File: src/rtl/patdet_pkg.sv
// ---------------------------------------------------------------------------
// patdet_pkg
// Shared definitions for the parametrised serial pattern detector:
//   - default maximum pattern length, default pattern and default length
//   - overlap-mode enum used for the latched mode register
//   - lenw(max)    : width needed to hold a length value 0..max
//   - len_mask(len): mask with the low 'len' bits set
// No ports (package).
// ---------------------------------------------------------------------------
package patdet_pkg;

  localparam int         PKG_MAX_LEN     = 8;
  localparam logic [7:0] PKG_DEF_PATTERN = 8'b0001_0010;
  localparam int         PKG_DEF_LEN     = 5;

  // Masks are built at this fixed width and then truncated by the user,
  // so one function serves every MAX_LEN up to 64.
  localparam int MASK_W = 64;

  typedef enum logic {
    MODE_NONOVL = 1'b0,
    MODE_OVL    = 1'b1
  } ovl_mode_e;

  // A length register must be able to hold MAX_LEN itself, hence the +1.
  function automatic int lenw(input int maxLen);
    return $clog2(maxLen) + 1;
  endfunction

  // Low-'len' bits set; zero length gives an all-zero mask.
  function automatic logic [MASK_W-1:0] len_mask(input int len);
    if (len <= 0) begin
      return '0;
    end else if (len >= MASK_W) begin
      return '1;
    end else begin
      return (64'd1 << len) - 64'd1;
    end
  endfunction

endpackage

File: src/rtl/patdet_sat_cnt.sv
// ---------------------------------------------------------------------------
// patdet_sat_cnt
// Saturating event counter with a sticky saturation flag.
// Ports:
//   clk      in   clock, posedge
//   rst      in   synchronous active-high reset
//   i_clear  in   synchronous clear of count and flag
//   i_inc    in   increment enable (ignored once the count is all-ones)
//   o_count  out  CNT_W-bit count
//   o_sat    out  sticky flag, set on the cycle the count becomes all-ones
// ---------------------------------------------------------------------------
module patdet_sat_cnt
  import patdet_pkg::*;
#(
  parameter int CNT_W = 16
) (
  input  logic             clk,
  input  logic             rst,
  input  logic             i_clear,
  input  logic             i_inc,
  output logic [CNT_W-1:0] o_count,
  output logic             o_sat
);

  logic [CNT_W-1:0] r_count;
  logic             r_sat;
  logic [CNT_W-1:0] w_countNext;
  logic             w_full;

  assign w_countNext = r_count + 1'b1;
  assign w_full      = &r_count;

  // Count up on each enabled cycle until all-ones, then hold. The sticky
  // flag is raised by the same edge that makes the count all-ones, so it
  // never lags the count. Reset and clear share the same effect.
  always_ff @(posedge clk) begin
    if (rst || i_clear) begin
      r_count <= '0;
      r_sat   <= 1'b0;
    end else if (i_inc && !w_full) begin
      r_count <= w_countNext;
      if (&w_countNext) begin
        r_sat <= 1'b1;
      end
    end
  end

  assign o_count = r_count;
  assign o_sat   = r_sat;

endmodule

File: src/rtl/pattern_detector_param.sv
// ---------------------------------------------------------------------------
// pattern_detector_param
// Serial pattern detector with a run-time programmable pattern of up to
// MAX_LEN bits, overlapping or non-overlapping detection and a registered
// one-cycle match pulse.
// Optional feature macro: PATDET_COUNTER_EN builds the saturating match
// counter; without it match_count and count_sat are tied to zero.
// Ports:
//   clk          in   clock, posedge
//   rst          in   synchronous active-high reset, highest priority
//   valid        in   'in' carries a stream bit this cycle
//   in           in   serial data bit
//   cfg_load     in   latch cfg_*, clear history and counter
//   cfg_pattern  in   pattern, right-aligned, bit len-1 received first
//   cfg_len      in   pattern length (0 = never match, >MAX_LEN clamped)
//   cfg_overlap  in   1 = overlapping detection
//   out          out  registered match pulse
//   match_count  out  saturating count of out pulses
//   count_sat    out  sticky saturation flag
// ---------------------------------------------------------------------------
module pattern_detector_param
  import patdet_pkg::*;
#(
  parameter int                 MAX_LEN     = PKG_MAX_LEN,
  parameter int                 CNT_W       = 16,
  parameter logic [MAX_LEN-1:0] DEF_PATTERN = MAX_LEN'(PKG_DEF_PATTERN),
  parameter int                 DEF_LEN     = PKG_DEF_LEN,
  parameter logic               DEF_OVERLAP = 1'b1,
  localparam int                LEN_W       = lenw(MAX_LEN)
) (
  input  logic               clk,
  input  logic               rst,
  input  logic               valid,
  input  logic               in,
  input  logic               cfg_load,
  input  logic [MAX_LEN-1:0] cfg_pattern,
  input  logic [LEN_W-1:0]   cfg_len,
  input  logic               cfg_overlap,
  output logic               out,
  output logic [CNT_W-1:0]   match_count,
  output logic               count_sat
);

  localparam logic [LEN_W-1:0] LEN_MAX = LEN_W'(MAX_LEN);

  logic [MAX_LEN-1:0] r_hist;
  logic [LEN_W-1:0]   r_fill;
  logic [MAX_LEN-1:0] r_pat;
  logic [LEN_W-1:0]   r_len;
  ovl_mode_e          r_ovl;
  logic               r_out;

  logic [MAX_LEN-1:0] w_histNext;
  logic [LEN_W-1:0]   w_fillNext;
  logic [MAX_LEN-1:0] w_mask;
  logic [LEN_W-1:0]   w_cfgLen;
  logic               w_match;

  // Candidate next history/fill for a valid bit. The fill counter tells us
  // how many genuine stream bits the history holds, so zeros left over from
  // reset or a config load can never complete a pattern. A zero length
  // would otherwise match everything through an empty mask, so it is
  // excluded explicitly.
  always_comb begin
    w_histNext = {r_hist[MAX_LEN-2:0], in};
    w_fillNext = (r_fill == LEN_MAX) ? r_fill : r_fill + 1'b1;
    w_mask     = MAX_LEN'(len_mask(int'(r_len)));
    w_match    = (r_len != '0) && (w_fillNext >= r_len) &&
                 (((w_histNext ^ r_pat) & w_mask) == '0);
    w_cfgLen   = (cfg_len > LEN_MAX) ? LEN_MAX : cfg_len;
  end

  // Main state. Reset beats a config load, and a config load beats a
  // coincident valid bit (that bit is dropped). In non-overlap mode a match
  // empties the fill count so the next match needs a full fresh pattern;
  // the history itself is kept since fill alone gates matching. Idle cycles
  // freeze history and fill so gaps never break a partial match.
  always_ff @(posedge clk) begin
    if (rst) begin
      r_hist <= '0;
      r_fill <= '0;
      r_pat  <= DEF_PATTERN;
      r_len  <= LEN_W'(DEF_LEN);
      r_ovl  <= DEF_OVERLAP ? MODE_OVL : MODE_NONOVL;
      r_out  <= 1'b0;
    end else if (cfg_load) begin
      r_hist <= '0;
      r_fill <= '0;
      r_pat  <= cfg_pattern;
      r_len  <= w_cfgLen;
      r_ovl  <= cfg_overlap ? MODE_OVL : MODE_NONOVL;
      r_out  <= 1'b0;
    end else if (valid) begin
      r_hist <= w_histNext;
      r_fill <= (w_match && (r_ovl == MODE_NONOVL)) ? '0 : w_fillNext;
      r_out  <= w_match;
    end else begin
      r_out  <= 1'b0;
    end
  end

  assign out = r_out;

`ifdef PATDET_COUNTER_EN
  // The counter watches the registered pulse, so it trails out by a cycle.
  patdet_sat_cnt #(
    .CNT_W (CNT_W)
  ) u_satCnt (
    .clk     (clk),
    .rst     (rst),
    .i_clear (cfg_load),
    .i_inc   (r_out),
    .o_count (match_count),
    .o_sat   (count_sat)
  );
`else
  assign match_count = '0;
  assign count_sat   = 1'b0;
`endif

endmodule

File: config.mk
export PLATFORM = sky130hd
export DESIGN_NAME = pattern_detector_param
export DESIGN_NICKNAME = d
export VERILOG_FILES = /design/src/rtl/patdet_pkg.sv /design/src/rtl/patdet_sat_cnt.sv /design/src/rtl/pattern_detector_param.sv
export SDC_FILE = /design/constraint.sdc
export NUM_CORES = 1
export LEC_CHECK = 0
export CAP_MARGIN = 5
export CORE_ASPECT_RATIO = 1.2
export CORE_MARGIN = 2
export CORE_UTILIZATION = 55
export CTS_BUF_LIST = sky130_fd_sc_hd__clkbuf_8
export DETAILED_ROUTE_END_ITERATION = 10
export PLACE_DENSITY_LB_ADDON = 0.2
export SLEW_MARGIN = 20
export SYNTH_ARGS = -nofsm -noshare
export SYNTH_HDL_FRONTEND = slang
export SYNTH_SLANG_ARGS = --single-unit
File: constraint.sdc
create_clock -name clk -period 5.95 [get_ports clk]
set_input_delay 0.595 -clock clk [delete_from_list [all_inputs] [get_ports clk]]
set_output_delay 0.595 -clock clk [all_outputs]
set_load 0.005 [all_outputs]
======== Yosys cells after proc, flatten, opt, wreduce, memory -nomap -nowiden ========
Cells that the tools add are included.
word-level totals
  logic and storage cells ................. 29
  bits of input ports ..................... 18
  flip-flop bits (word level) ............. 25
  output and inout port bits .............. 18
operators by class
  shift-type cells ........................ 1
  add/subtract/negate cells ............... 2
  equal/unequal tests ..................... 1
  reductions and logical operators ........ 7
  $lt $le $gt $ge ......................... 3
  bitwise gates (word level) .............. 4
  mux-type cells .......................... 5
operators by type and width
  kind                                                  number
  2-to-1 mux 4 bit                                      3
  AND 8 bit                                             1
  logical NOT 8 bit                                     1
  2-to-1 mux 8 bit                                      1
  left shift 1 x 4 -> 8 bit (first input constant)      1
  subtractor 8 x 1 -> 8 bit (second input constant)     1
  XOR 8 bit                                             1
  adder 4 x 1 -> 4 bit (second input constant)          1
  equality test 4 bit (second input constant)           1
  >= comparator 4 bit                                   1
  > comparator 4 bit (second input constant)            1
  <= comparator 4 x 1 -> 1 bit (second input constant)  1
  nonzero test 4 bit                                    1
  logical AND 1 bit                                     3
  OR reduction 3 bit                                    1
  inverter 1 bit                                        2
  OR reduction 2 bit                                    1
  2-to-1 mux 1 bit                                      1

======== Longest topological paths before layout ========
Gate-level depths: netlist (run 1).
  depth in word-level cells ............... 8
  mapped depth ............................ 12
  depth with buffers taken out ............ 12

======== Least setup slack after synthesis (run 1) ========
No wires, ideal clock.
  path type ............................... reg-to-reg
  from .................................... reg r_len[2]
  to ...................................... reg r_fill[1]
  arrival ................................. 2.008 ns
  period minus slack after synthesis ...... 2.140 ns
  buffers on the path ..................... 1
  stages on the path, launching flop included .. 11
  slack ................................... 3.810 ns
  setup time .............................. 0.132 ns
  required time ........................... 5.818 ns
  path through ............................ dfxtp_1 > buf_4 > nor2_1 > nand3_1 > ha_1 > and2_0 > o2111ai_1 > nand4_1 > or3_4 > o211ai_1 > a21oi_1
between the ends
  word-level cells in the longest chain between the ends .. 8
  elaborated cells between the ends (all ways) .. 12
  classes of those cells .................. add/sub (1); order compare (2); shift (1); mux (2); bitwise (1); reduce/logical (5)
RTL lines
  item                       RTL line                      source
  start: declaration         pattern_detector_param.sv:49  logic [LEN_W-1:0] r_len;
  start signal: assignment   pattern_detector_param.sv:83  r_len <= LEN_W'(DEF_LEN);
  start signal: assignment   pattern_detector_param.sv:90  r_len <= w_cfgLen;
  left shift 1 x 4 -> 8 bit  patdet_pkg.sv:37              return (64'd1 << len) - 64'd1;
  subtractor 8 x 1 -> 8 bit  patdet_pkg.sv:37
  2-to-1 mux 8 bit           patdet_pkg.sv:32              if (len <= 0) begin
  AND 8 bit                  pattern_detector_param.sv:69  (((w_histNext ^ r_pat) & w_mask) == '0);
  logical NOT 8 bit          pattern_detector_param.sv:69
  logical AND 1 bit *        pattern_detector_param.sv:68  w_match = (r_len != '0) && (w_fillNext >= r_len) &&
  logical AND 1 bit *        pattern_detector_param.sv:95  r_fill <= (w_match && (r_ovl == MODE_NONOVL)) ? '0 : w_fillNext;
  2-to-1 mux 4 bit *         pattern_detector_param.sv:95
  end signal: assignment     pattern_detector_param.sv:95
  end: declaration           pattern_detector_param.sv:47  logic [LEN_W-1:0] r_fill;
Every way passes the cells marked *; elsewhere a longest branch is shown, timed or not.
A chain may end at the register's enable or synchronous reset.

======== Worst setup path in the final report (run 1) ========
  from .................................... in cfg_load
  to ...................................... reg r_out, in the netlist out
between the ends
  word-level cells in the longest chain between the ends .. 1
RTL lines
  item                                 RTL line                      source
  start: declaration                   pattern_detector_param.sv:35  input logic cfg_load,
  OR reduction 3 bit (no source line)  --
  end signal: assignment               pattern_detector_param.sv:96  r_out <= w_match;
  end: declaration                     pattern_detector_param.sv:51  logic r_out;
Every way passes these cells.

==> results of run 1 <==
==> final timing paths <==
path	cells after the start	startpoint	endpoint
min	2	r_fill[3]	r_fill[3]
max reg2reg	9	r_len[2]	r_fill[1]
min reg2reg	2	r_fill[3]	r_fill[3]
max	4	cfg_load	out
==> cell usage in the layout (no fill, tap or decap), drive strengths merged, types with 6 or more instances in the layout <==
master / instances
nor2: 21
dfxtp: 25
inv: 7
clkdlybuf4s50: 18
a21oi: 10
mux2i: 15
xnor2: 6
o21ai: 6
nand2: 6
conb: 17
ha: 7
==> flip-flops by register name, summed over array words and instances (netlist names) <==
signal / cells
out: 1
r_fill: 4
r_hist: 7
r_len: 4
r_ovl: 1
r_pat: 8
==> layout make-up <==
cell class	count	share of cell area
clock buffer	3	0.0254
clock inverter	1	0.00462
inverter	7	0.0162
multi-input combinational	129	0.510
sequential	25	0.308
tap	33	0.0254
timing repair buffer	18	0.111
==> routing by layer <==
metal  GRT usage  wire length, microns
met1       0.209                  1110
met2       0.362                  1360
met3      0.0225                    84
met4      0.0695                    32
met5           0                     0
==> power groups by stage <==
stage / registers [mW] / logic, mW / clock network [mW]
6_report: 0.180 / 0.0536 / 0.101
4_1_cts: 0.180 / 0.0538 / 0.104
2_1_floorplan: 0.181 / 0.0465 / 0
3_3_place_gp: 0.184 / 0.0514 / 0
3_5_place_dp: 0.184 / 0.0535 / 0
5_1_grt: 0.181 / 0.0610 / 0.108
==> metrics by stage <==
stage / hold WS (ns) / instances / setup slack [ns]
after global placement: 0.489 / 212 / 3.35
after floorplan: 0.471 / 185 / 3.81
after detailed placement: 0.506 / 212 / 3.29
final: 0.520 / 216 / 3.57
after global routing: 0.547 / 216 / 3.28
after CTS: 0.524 / 216 / 3.57
==> kinds of logic (layout without fill, tap and decap cells) <==
kind of cell,Yosys count,count (layout),share of synthesized area
and+or+nand+nor,51,51,0.176
buffers and inverters,31,29,0.127
AOI/OAI and AO/OA,29,29,0.127
DFF,25,25,0.344
muxes,15,15,0.103
xor gates and xnor gates,10,10,0.0602
adders and majority gates,7,7,0.0602
other,1,17,0.00258
==> worst max-delay path, delay by kind of cell <==
family,cells,cell delay [ns]
buffers and inverters,1,0.78
AND/OR/NAND/NOR,3,1.21
==> impl_metrics.env, run 1 <==
export IMPL_status="finished clean"
export IMPL_cp_max_fo=18
export IMPL_fin_area_sq_um=1630
export IMPL_die_w_microns=50.9
export IMPL_diodes=0
export IMPL_cp_arrival_ns=2.59
export IMPL_multi_input_area_sq_um=828
export IMPL_clock_sinks=25
export IMPL_cap_violations=0
export IMPL_grt_max_degree=19
export IMPL_drt_iter0_drc=25
export IMPL_timing_critical_path_required_ns=6.16
export IMPL_tritoncts="done"
export IMPL_path_cells="clkdlybuf4s50_1 -> or2_2 -> or4b_1 -> nor2_1"
export IMPL_power_frac_comb=0.160
export IMPL_crit_slowest_cell="clkdlybuf4s50_1"
export IMPL_globalplace_congestion=0.836
export IMPL_synth_distinct_cells=34
export IMPL_dpl_instance_area_sq_um=1580
export IMPL_synth_edf_count=0
export IMPL_htreeDepth=1
export IMPL_p_int_mw=0.249
export IMPL_io_pins=36
export IMPL_drive_gt1_frac=0.0437
export IMPL_syn_area_sq_um=1450
export IMPL_wl_per_cell_microns=12.0
export IMPL_clock_power_share=0.301
export IMPL_seq_power_share=0.539
export IMPL_clk_pin_slew_worst_paths_ns=0.09
export IMPL_die_area_sq_um=3070
export IMPL_rrSetupSlack_ns=3.57
export IMPL_finalSetupTns_ns=0
export IMPL_finalHoldViolCount=0
export IMPL_final_setup_viol_count=0
export IMPL_syn_inst=169
export IMPL_cts_resized=0
export IMPL_ir_drop_uv=201
export IMPL_min_period_ns=2.38
export IMPL_yosys_top_cells_area="dfxtp_1, mux2i_1, buf_4"
export IMPL_switching_share=0.256
export IMPL_track_usage=0.188
export IMPL_cts_root_buf="clkbuf_8"
export IMPL_fin_nets=209
export IMPL_rows=20
export IMPL_drtAntennaViolNets=0
export IMPL_yosys_top_cells_count="dfxtp_1, nor2_1, buf_4, mux2i_1, a21oi_1"
export IMPL_grt_pass1_vias=1024
export IMPL_seq_area_sq_um=500
export IMPL_worst_setup_path_type="input port to flop"
export IMPL_antenna_found_initial=0
export IMPL_ys_ff_latch=25
export IMPL_clk_path_buf_depth=2
export IMPL_grt_pass1_wl_microns=4320
export IMPL_post_route_period_util=0.400
export IMPL_vias=1095
export IMPL_p_per_area_nw_per_um2=206
export IMPL_final_setup_skew_ns=0.00336
export IMPL_tightest_slew_ns=0.724
export IMPL_grt_overflow=0
export IMPL_drv_slew=0
export IMPL_power_leakage_nw=0.674
export IMPL_rsz0062_at_grt="false"
export IMPL_viasPerCell=5.07
export IMPL_final_util=0.643
export IMPL_synth_ff_type="dfxtp_1"
export IMPL_synth_top_area_share=0.344
export IMPL_start_util=0.575
export IMPL_p_total_mw=0.335
export IMPL_core_area_sq_um=2530
export IMPL_insertion_delay_ns=0.27
export IMPL_endpoint_kind="flop"
export IMPL_wirelength_microns=2580
export IMPL_place_hpwl_microns=2060
export IMPL_drc=0
export IMPL_netlist_top_cell_by_area="dfxtp_1"
export IMPL_syn_to_final_growth_pct=11.8
export IMPL_cts_hold_buf=0
export IMPL_synth_most_common_cell="dfxtp_1"
export IMPL_cts_made_buffers=3
export IMPL_die_height_microns=60.3
export IMPL_critPathLaunchType="input port"
export IMPL_drt_pass1_iterations=6
export IMPL_avgSynthCellArea_sq_um=8.60
export IMPL_slowest_delay_ns=0.78
export IMPL_postCtsSetupBuffers=0
export IMPL_max_freq_mhz=420
export IMPL_hold_class="flop to flop"
export IMPL_numPortBuffers=18
export IMPL_yosys_warnings=0
export IMPL_fillers=237
export IMPL_relSlewSlack=0.516
export IMPL_yosysSeqAreaShare=0.344
export IMPL_async_reset_ff_frac=0
export IMPL_power_switching_mw=0.0855
No activity file was read; power rests on OpenSTA's default activity.
==> run 2, diff against run 1 <==
CORE_UTILIZATION = 46   (was 55)
clock period = 2.1 ns   (was 5.95 ns; I/O delays follow)
==> run 2 against run 1 <==
Sequential cell count stayed put. Wire length is 13% higher. Utilization is 3.0 points lower. Power grew to 3.0 times the previous value. Largest power group unchanged. Critical path depth is 8 higher. Cell area is 14% higher. Clock power grew to 2.9 times the previous value. Largest cell class unchanged. Die area is 18% higher.
==> impl_metrics.env, run 2 (same netlist as run 1, synthesis figures left out) <==
export IMPL_min_period_ns=2.07
export IMPL_die_w_microns=55.3
export IMPL_cap_violations=0
export IMPL_regMostFlops="r_pat"
export IMPL_track_usage=0.170
export IMPL_drt_pass1_iterations=4
export IMPL_cp_max_fo=5
export IMPL_place_ws_ns=-0.147
export IMPL_finalHoldViolCount=0
export IMPL_die_area_sq_um=3630
export IMPL_ir_drop_uv=572
export IMPL_most_common_layout_cells="dfxtp_1, buf_4, clkdlybuf4s50_1, nor2_1, conb_1"
export IMPL_vias=1224
export IMPL_place_hpwl_microns=2250
export IMPL_globalplace_congestion=0.794
export IMPL_hold_slack_ns=0.492
export IMPL_hold_class="input port to flop"
export IMPL_drtAntennaViolNets=0
export IMPL_cts_made_buffers=3
export IMPL_critPathLaunchType="flop"
export IMPL_cts_root_buf="clkbuf_8"
export IMPL_timing_critical_path_required_ns=2.27
export IMPL_clk_pin_slew_worst_paths_ns=0.09
export IMPL_final_setup_viol_count=0
export IMPL_start_util=0.480
export IMPL_clk_path_buf_depth=2
export IMPL_worst_setup_path_type="flop to flop"
export IMPL_die_height_microns=65.6
export IMPL_p_per_area_nw_per_um2=539
export IMPL_drive_gt1_frac=0.222
export IMPL_io_pins=36
export IMPL_fillers=266
export IMPL_wirelength_microns=2920
export IMPL_final_setup_skew_ns=0.00321
export IMPL_final_util=0.613
export IMPL_clock_sinks=25
export IMPL_largest_reg_flops=8
export IMPL_core_area_sq_um=3030
export IMPL_grt_pass1_wl_microns=4900
export IMPL_drv_slew=0
export IMPL_setup_ws_ns=0.0317
export IMPL_status="finished clean"
export IMPL_insertion_delay_ns=0.27
export IMPL_post_route_period_util=0.985
export IMPL_wl_per_cell_microns=12.2
export IMPL_grt_overflow=0
export IMPL_max_freq_mhz=483
export IMPL_diodes=0
export IMPL_antenna_found_initial=0
export IMPL_rsz0062_at_grt="true"
export IMPL_reg_largest_list="r_pat x8, r_hist x7"
export IMPL_tritoncts="done"
export IMPL_syn_to_final_growth_pct=27.6
export IMPL_htreeDepth=1
export IMPL_fin_nets=229
export IMPL_layout_commonest_cell="dfxtp_1"
export IMPL_rows=22
export IMPL_endpoint_kind="flop"
export IMPL_grt_max_degree=18
export IMPL_power_leakage_nw=0.795
export IMPL_grt_pass1_vias=1112
export IMPL_drc=0
export IMPL_viasPerCell=5.12
export IMPL_cp_arrival_ns=2.23
export IMPL_cts_hold_buf=0
export IMPL_numPortBuffers=18
export IMPL_drt_iter0_drc=16
-- run 2: what timing repair did --
item,CTS,global route
buffers inserted,3,3
gates cloned,0,0
pin swaps,15,16
endpoints found under the setup margin,5,5
resized for setup,10,11
-- run 2: layout make-up --
type,instances,area (sq um),area share
flip-flops and latches,25,505,0.272
clock inverters,1,7.51,0.00405
multi-input cells,129,900,0.485
well taps,36,45.0,0.0243
inverters,7,26.3,0.0142
clock buffers,3,41.3,0.0223
repair buffers,38,330,0.178
-- run 2: report_power, final --
part           switching [mW]  internal (mW)
clock network           0.154          0.135
logic                  0.0930          0.111
registers              0.0142          0.492
total                   0.262          0.738
-- run 2: per-stage QoR --
| step | power, mW | instances | setup TNS [ns] | instance area, sq um |
|---|---|---|---|---|
| after floorplan | 0.646 | 185 | 0 | 1520 |
| final | 1.00 | 239 | 0 | 1860 |
| after global routing | 1.04 | 239 | -0.446 | 1860 |
| after detailed placement | 0.700 | 229 | -0.562 | 1690 |
| after global placement | 0.693 | 229 | -0.129 | 1690 |
| after CTS | 1.00 | 236 | 0 | 1800 |
-- run 2: critical path, stage by stage (launching register included) --
cell and delay [ns]:
dfxtp_2 0.34, inv_2 0.05, ha_4 0.15, nand2_4 0.07, nor2_4 0.04, xnor2_2 0.13, ha_1 0.27, nand2b_4 0.11
a211oi_2 0.05, o21bai_1 0.17, nand4_1 0.24, o211ai_1 0.24, a21oi_1 0.08
-- run 2: worst paths after layout --
| check | to | depth (start not counted) | slack, ns | start |
|---|---|---|---|---|
| max reg2reg | r_fill[3] | 12 | 0.03 | r_fill[0] |
| max | r_fill[3] | 12 | 0.03 | r_fill[0] |
| min | r_len[0] | 3 | 0.49 | cfg_len[0] |
| min reg2reg | r_pat[6] | 2 | 0.53 | r_pat[6] |
-- run 2: routing by layer --
| metal | vias to the layer above | track usage | part of all wire |
|---|---|---|---|
| li1 | 616 | - | - |
| met4 | 0 | 0.0823 | 0.018 |
| met5 | - | 0 | 0 |
| met1 | 568 | 0.186 | 0.41 |
| met3 | 4 | 0.0197 | 0.039 |
| met2 | 36 | 0.323 | 0.53 |
